$ cat config.mk
export PLATFORM = sky130hd
export DESIGN_NAME = cordic_req_sched
export DESIGN_NICKNAME = d
export VERILOG_FILES = /design/src/rtl/cordic_req_sched.sv
export SDC_FILE = /design/constraint.sdc
export NUM_CORES = 1
export LEC_CHECK = 0
export ABC_AREA = 1
export CAP_MARGIN = 20
export CORE_ASPECT_RATIO = 0.75
export CORE_UTILIZATION = 41
export DETAILED_ROUTE_END_ITERATION = 8
export PLACE_DENSITY = 0.82
export SLEW_MARGIN = 20
export SYNTH_ARGS = -nofsm -noshare
export SYNTH_HDL_FRONTEND = slang
export SYNTH_SLANG_ARGS = --single-unit
$ cat constraint.sdc
create_clock -name clk -period 3.89 [get_ports clk]
set_input_delay 0.778 -clock clk [delete_from_list [all_inputs] [get_ports clk]]
set_output_delay 0.778 -clock clk [all_outputs]
set_load 0.1 [all_outputs]
$ cat src/rtl/cordic_req_sched.sv
// cordic_req_sched: round-robin arbiter that shares one iterative CORDIC core among N_REQ requesters
module cordic_req_sched #(
  parameter int N_REQ = 4,
  parameter int W = 17,
  parameter int TIMEOUT = 16,
  parameter int K_INIT = 19898,
  localparam int ID_W = (N_REQ > 2) ? $clog2(N_REQ) : 1
) (
  input  logic               clk,
  input  logic               rst,
  input  logic [N_REQ-1:0]   req_valid,
  output logic [N_REQ-1:0]   req_ready,
  input  logic [N_REQ-1:0]   req_mode,
  input  logic [N_REQ*W-1:0] req_a,
  input  logic [N_REQ*W-1:0] req_b,
  output logic               core_start,
  output logic               core_mode,
  output logic [W-1:0]       core_x,
  output logic [W-1:0]       core_y,
  output logic [W-1:0]       core_z,
  output logic               core_abort,
  input  logic               core_done,
  input  logic [W-1:0]       core_out1,
  input  logic [W-1:0]       core_out2,
  output logic               resp_valid,
  input  logic               resp_ready,
  output logic [ID_W-1:0]    resp_id,
  output logic [W-1:0]       resp_out1,
  output logic [W-1:0]       resp_out2,
  output logic               resp_err,
  output logic               stray_done
);
  localparam int TW = $clog2(TIMEOUT) + 1;
  typedef enum logic [1:0] {IDLE, ISSUE, WAIT, RESP} state_t;
  state_t state, state_nx;
  logic [ID_W-1:0] rr_ptr, gnt;
  logic [ID_W:0] idx;
  logic any;
  logic [TW-1:0] timer;
  logic timeout;
  logic [W-1:0] sel_a, sel_b;
  // scan farthest-first so the requester nearest to rr_ptr overwrites the others
  always_comb begin
    gnt = '0;
    any = 1'b0;
    idx = '0;
    for (int k = N_REQ - 1; k >= 0; k--) begin
      idx = {1'b0, rr_ptr} + (ID_W+1)'(k);
      idx = idx >= (ID_W+1)'(N_REQ) ? idx - (ID_W+1)'(N_REQ) : idx;
      if (req_valid[idx[ID_W-1:0]]) begin
        gnt = idx[ID_W-1:0];
        any = 1'b1;
      end
    end
  end
  assign sel_a = req_a[gnt*W +: W];
  assign sel_b = req_b[gnt*W +: W];
  // abort lands on the last allowed WAIT cycle, i.e. TIMEOUT-1 cycles after core_start
  assign timeout = timer == TW'(TIMEOUT - 2) && !core_done;
  always_ff @(posedge clk or posedge rst)
    if (rst) state <= IDLE;
    else state <= state_nx;
  always_comb begin
    state_nx = state;
    case (state)
      IDLE:    state_nx = any ? ISSUE : IDLE;
      ISSUE:   state_nx = WAIT;
      WAIT:    state_nx = (core_done || timeout) ? RESP : WAIT;
      RESP:    state_nx = resp_ready ? IDLE : RESP;
      default: state_nx = IDLE;
    endcase
  end
  always_comb begin
    req_ready  = (state == IDLE && any) ? N_REQ'(1) << gnt : '0;
    core_start = state == ISSUE;
    core_abort = state == WAIT && timeout;
    resp_valid = state == RESP;
  end
  always_ff @(posedge clk or posedge rst) begin
    if (rst) begin
      rr_ptr     <= '0;
      timer      <= '0;
      resp_id    <= '0;
      core_mode  <= 1'b0;
      core_x     <= '0;
      core_y     <= '0;
      core_z     <= '0;
      resp_out1  <= '0;
      resp_out2  <= '0;
      resp_err   <= 1'b0;
      stray_done <= 1'b0;
    end else begin
      if (state == IDLE && any) begin
        resp_id   <= gnt;
        core_mode <= req_mode[gnt];
        core_x    <= req_mode[gnt] ? sel_a : W'(K_INIT);
        core_y    <= req_mode[gnt] ? sel_b : '0;
        core_z    <= req_mode[gnt] ? '0 : sel_a;
      end
      timer <= state == ISSUE ? '0 : (state == WAIT && !core_done) ? timer + 1'b1 : timer;
      if (state == WAIT && (core_done || timeout)) begin
        resp_out1 <= core_done ? core_out1 : '0;
        resp_out2 <= core_done ? core_out2 : '0;
        resp_err  <= !core_done;
      end
      if (state == RESP && resp_ready) rr_ptr <= resp_id == ID_W'(N_REQ - 1) ? '0 : resp_id + 1'b1;
      if (core_done && state != WAIT) stray_done <= 1'b1;
    end
  end
endmodule
# ---- After elaboration in Yosys (flattened, before gate mapping)
# Cells that the tools add are included.
dict set report classes {
  n_reduce_logical 11
  order_cmp 9
  n_mux 35
  mul 1
  shifts 3
  add_sub_neg 9
  n_eq_ne 6
}
# op count
set op_table {}
lappend op_table {{$shiftx A68 B8 Y17} 2}
lappend op_table {{$mux W17} 5}
lappend op_table {{$mux W2} 10}
lappend op_table {{$lt A2 B3 Y1 const B} 5}
lappend op_table {{$mux W1} 11}
lappend op_table {{$bmux W1 S2} 5}
lappend op_table {{$mux W5} 2}
lappend op_table {{$ge A3 B3 Y1 const B} 3}
lappend op_table {{$pmux W2 S4} 1}
lappend op_table {{$sub A2 B1 Y2 const B} 4}
lappend op_table {{$logic_and A1 B1 Y1} 7}
lappend op_table {{$mul A2 B5 Y7 const B} 1}
lappend op_table {{$add A2 B2 Y3 const B} 2}
lappend op_table {{$eq A2 B2 Y1 const B} 3}
lappend op_table {{$add A5 B1 Y5 const B} 1}
lappend op_table {{$eq A5 B4 Y1 const B} 1}
lappend op_table {{$mux W4} 1}
lappend op_table {{$shl A1 B2 Y4 const A} 1}
lappend op_table {{$add A2 B1 Y3 const B} 1}
lappend op_table {{$ge A2 B3 Y1 const B} 1}
lappend op_table {{$add A2 B1 Y2 const B} 1}
lappend op_table {{$eq A2 B1 Y1 const B} 1}
lappend op_table {{$logic_not A2 Y1} 1}
lappend op_table {{$ne A2 B2 Y1 const B} 1}
lappend op_table {{other kinds (3)} 3}
dict set report totals {
  out_inout_bits 97
  ff_bits 99
  wordCells 86
  inputBits 182
}

# ---- Logic depth before layout (Yosys ltp)
# Gate-level depths: netlist of run 1.
dict set report logic_depth {
  ltp_word 12
  mapped_depth 18
  ltp_nobuf 17
}

# ---- Worst setup path before layout of run 1
# No wires, ideal clock.
dict set report synth_path {
  path_type {in2out}
  start {input port core_done}
  end {output port core_abort}
  arrival_time_ps 3249
  cell_stages 4
  required_time_ps 3112
  path_slack_ps -137
  path_buffers 1
  cell_sequence {clkbuf_1 -> inv_1 -> nand2_1 -> nor3_1}
}
dict set report synth_via {
  elab_chain_len 3
}
# item line_no
set synth_lines {}
lappend synth_lines {{start, declared} 22} ;# input logic core_done,
lappend synth_lines {{$logic_not A1 Y1} 59} ;# assign timeout = timer == TW'(TIMEOUT - 2) && !core_done;
lappend synth_lines {{$logic_and A1 B1 Y1} 59}
lappend synth_lines {{$logic_and A1 B1 Y1} 76} ;# core_abort = state == WAIT && timeout;
lappend synth_lines {{end, declared} 21} ;# output logic core_abort,
# Every way passes these cells.

# ---- Final worst setup path of run 1
dict set report layout_path {
  start {input port req_valid[3]}
  end {output port req_ready[1]}
}
dict set report layout_via {
  elab_chain_len 8
  word_cells_on_any_way 19
  cone_classes {shift (1); mux (17); reduce/logical (1)}
}
# item line_no
set layout_lines {}
lappend layout_lines {{start, declared} 11} ;# input logic [N_REQ-1:0] req_valid,
lappend layout_lines {{$bmux W1 S2} 50} ;# if (req_valid[idx[ID_W-1:0]]) begin
lappend layout_lines {{$mux W1 (implied by the code)} 50}
lappend layout_lines {{$mux W2 / $mux W1 (equally long branches) (4 in a row)} 50}
lappend layout_lines {{$shl A1 B2 Y4 / $logic_and A1 B1 Y1 (equally long branches)} 74} ;# req_ready = (state == IDLE && any) ? N_REQ'(1) << gnt : '0;
lappend layout_lines {{$mux W4 *} 74}
lappend layout_lines {{end, declared} 12} ;# output logic [N_REQ-1:0] req_ready,
# Mark *: on every way between the ends. The rest lies on a longest branch, timed or not. The select of a mux whose other input is x is not followed.

==> results.yml, run 1 <==
synthesis:
  syn_nets: 1019
  syn_area_mm2: 0.00559
  synthCells: 834
  ys_ff_latch: 99
  synth-main-ff-cell: "dfrtp_1"
  yosysWarnings: 0
  synth_area_leaders: "dfrtp_1 (44%), nand2_1 (32%), nand3_1 (7.4%), nor2_1 (3.4%), nand3b_1 (2.7%)"
  synth_top_area_share: 0.444
  synth_edf_count: 0
  synth_top_area_cell: "dfrtp_1"
  synth_seq_area_share: 0.444
  synth.avg_cell_area_um2: 6.70
  synthDistinctLibCells: 25
  async_flop_share: 1.00
placed_design:
  place_congestion: 0.840
  dp_hpwl_mm: 13.2
  place.port_buffers: 278
timing:
  worst_slew_pin_slew_ps: 1020
  worst_clock_skew_ps: 8.86
  fin_crit_ps: 3530
  hold-worst-slack_ps: 474
  max_freq_mhz: 283
  rsz0062_at_grt: "no"
  slew_headroom: 0.315
  finalMaxSlewViolations: 0
  finalHoldViolations: 0
  period_share: 0.907
  setup_tns_ps: 0
  setup_viol: 0
grt:
  grt_antenna_before_repair: 0
  grt_pass1_wl_mm: 27.6
  grt.total_usage: 0.254
  grt_pass1_vias: 5646
  grt_overflow_total: 0
  grt_start_max_net_pins: 57
outcome:
  status: "complete, no violations"
clock_network:
  clockBufferDepth: 2
  cts.sink_count: 99
  path_clk_slew_ps: 70
  clk_latency_ps: 340
  cts_buffers: 9
  cts_tree: "yes"
  cts_hold_buf: 0
  cts_max_level: 3
  root_buffer: "clkbuf_16"
  cts_resized: 0
  cts_setup_buffers: 0
route:
  via_per_inst: 4.78
  routed_wl_mm: 18.0
  drtAntennaViolNets: 0
  drt_iter0_drc: 351
  dr.pass1.iters: 5
  drc: 0
  detailroute.via_count: 6056
  wl_per_cell_um: 14.2
floorplanning:
  core-area_mm2: 0.0132
  die_y_um: 103
  ios: 279
  rows: 36
  initial_utilization: 0.425
  dieWidth_um: 137
  die-area_mm2: 0.0141
layout:
  fill_cells: 1167
  layout_commonest_cell: "nand2_1"
  final_nets: 1275
  antenna-diode-count: 0
  layout-drive-gt1-share: 0.0457
  mostFrequentLayoutCells: "nand2_1 (471), clkdlybuf4s50_1 (273), dfrtp_1 (99), nand3_1 (83), nor2_1 (50)"
  area.growth.synth_to_final_pct: 57.5
setup_path:
  crit_arrival_ps: 2750
  worst_ep_required_time_ps: 3110
  r2r-start: "rr_ptr[0]$_DFFE_PP0P_"
  path_max_fanout: 26
  start_kind: "primary input"
  crit_chain: "clkdlybuf4s50_1 > inv_1 > nand2_1 > nand3_1 > nand2_1 > inv_2 > nor2_1 > nor2_1 > nand2_2 > nand2_4 > inv_2 > nand2_1 > nor2_1 > buf_12"
  crit_slowest_cell: "clkdlybuf4s50_1"
  cpPeakStageDelay_ps: 470
  crit_type: "in -> out"
  crit_path_end_kind: "output port"
  cp-startpoint: "req_valid[3]"
job:
  drv_cap: 0
min_path:
  holdCritPathClass: "reg -> reg"
  min_from: "resp_out1[0]$_DFFE_PP0P_"
## layout make-up
class                      instances  area (µm²)  area share
sequential                        99        2480       0.282
clock buffer                      10         239      0.0272
multi-input combinational        655        2750       0.312
tap                              171         214      0.0243
timing repair buffer             289        2930       0.333
inverter                          36         138      0.0156
clock inverter                     6        56.3     0.00640
## critical path, delay by kind of cell
| kind | cells | cell delay (ps) |
|---|---|---|
| buf+inv | 5 | 990 |
| simple gates | 9 | 960 |
## synth_stat cells, drive strengths merged (3+ instances only)
| cell type | instances |
|---|---|
| nand2 | 477 |
| nand3 | 84 |
| clkbuf | 16 |
| ha | 3 |
| a21oi | 4 |
| nand3b | 20 |
| nor2 | 53 |
| o21ai | 9 |
| dfrtp | 99 |
| buf | 28 |
| inv | 36 |
## flip-flops by register name (all words and copies together), names as in the netlist
name        cells
core_x         17
core_y         17
core_z         17
resp_out1      17
resp_out2      17
timer           5
resp_id         2
rr_ptr          2
state           2
core_mode       1
resp_err        1
stray_done      1
## through the flow
| step | worst slack (ps) | std cells | utilization | cell area, µm² |
|---|---|---|---|---|
| after floorplan | 35.7 | 834 | - | 5590 |
| after global placement | 417 | 1250 | 0.646 | 8500 |
| after detailed placement | 354 | 1250 | 0.646 | 8500 |
| after CTS | 360 | 1266 | 0.669 | 8800 |
| after global routing | 99.7 | 1266 | 0.669 | 8800 |
| final | 362 | 1266 | 0.669 | 8800 |
## kinds of logic (layout without fill, tap and decap cells)
kind of cell / after synthesis / count (layout) / synth area share
AND/OR/NAND/NOR: 635 / 635 / 0.465
adder cells (fa/ha/maj): 3 / 3 / 0.00672
buffers and inverters: 80 / 341 / 0.0670
XOR/XNOR: 1 / 1 / 0.00157
AO/OA/AOI/OAI: 16 / 16 / 0.0157
flip-flops: 99 / 99 / 0.444
## per-layer routing
metal / global-route usage / vias to the layer above / part of all wire
li1: - / 3081 / -
met2: 0.457 / 212 / 0.50
met4: 0.0761 / 0 / 0.020
met5: 0 / - / 0
met1: 0.300 / 2739 / 0.41
met3: 0.0659 / 24 / 0.074
## worst paths after layout
kind	endpoint	slack (ps)	cells past startpoint
max in group asynchronous	core_y[9]$_DFFE_PP0P_	2300	3
min reg2reg	resp_out1[0]$_DFFE_PP0P_	470	2
min in group asynchronous	core_mode$_DFFE_PP0P_	910	2
max	req_ready[1]	360	14
max reg2reg	core_z[12]$_DFFE_PP0P_	1200	15
min	resp_out1[0]$_DFFE_PP0P_	470	2
Power of run 1 is left out: the tool's default activity adds up to more than one toggle a clock period on the data nets, which glitch-free logic cannot reach.
==> inputs of run 2 (changes only) <==
- GPL_TIMING_DRIVEN: default -> 1
==> results of run 2 <==
Same layout as run 1: the final DEF is identical, and so are final timing and power.
Power of run 2 is left out for the same reason.
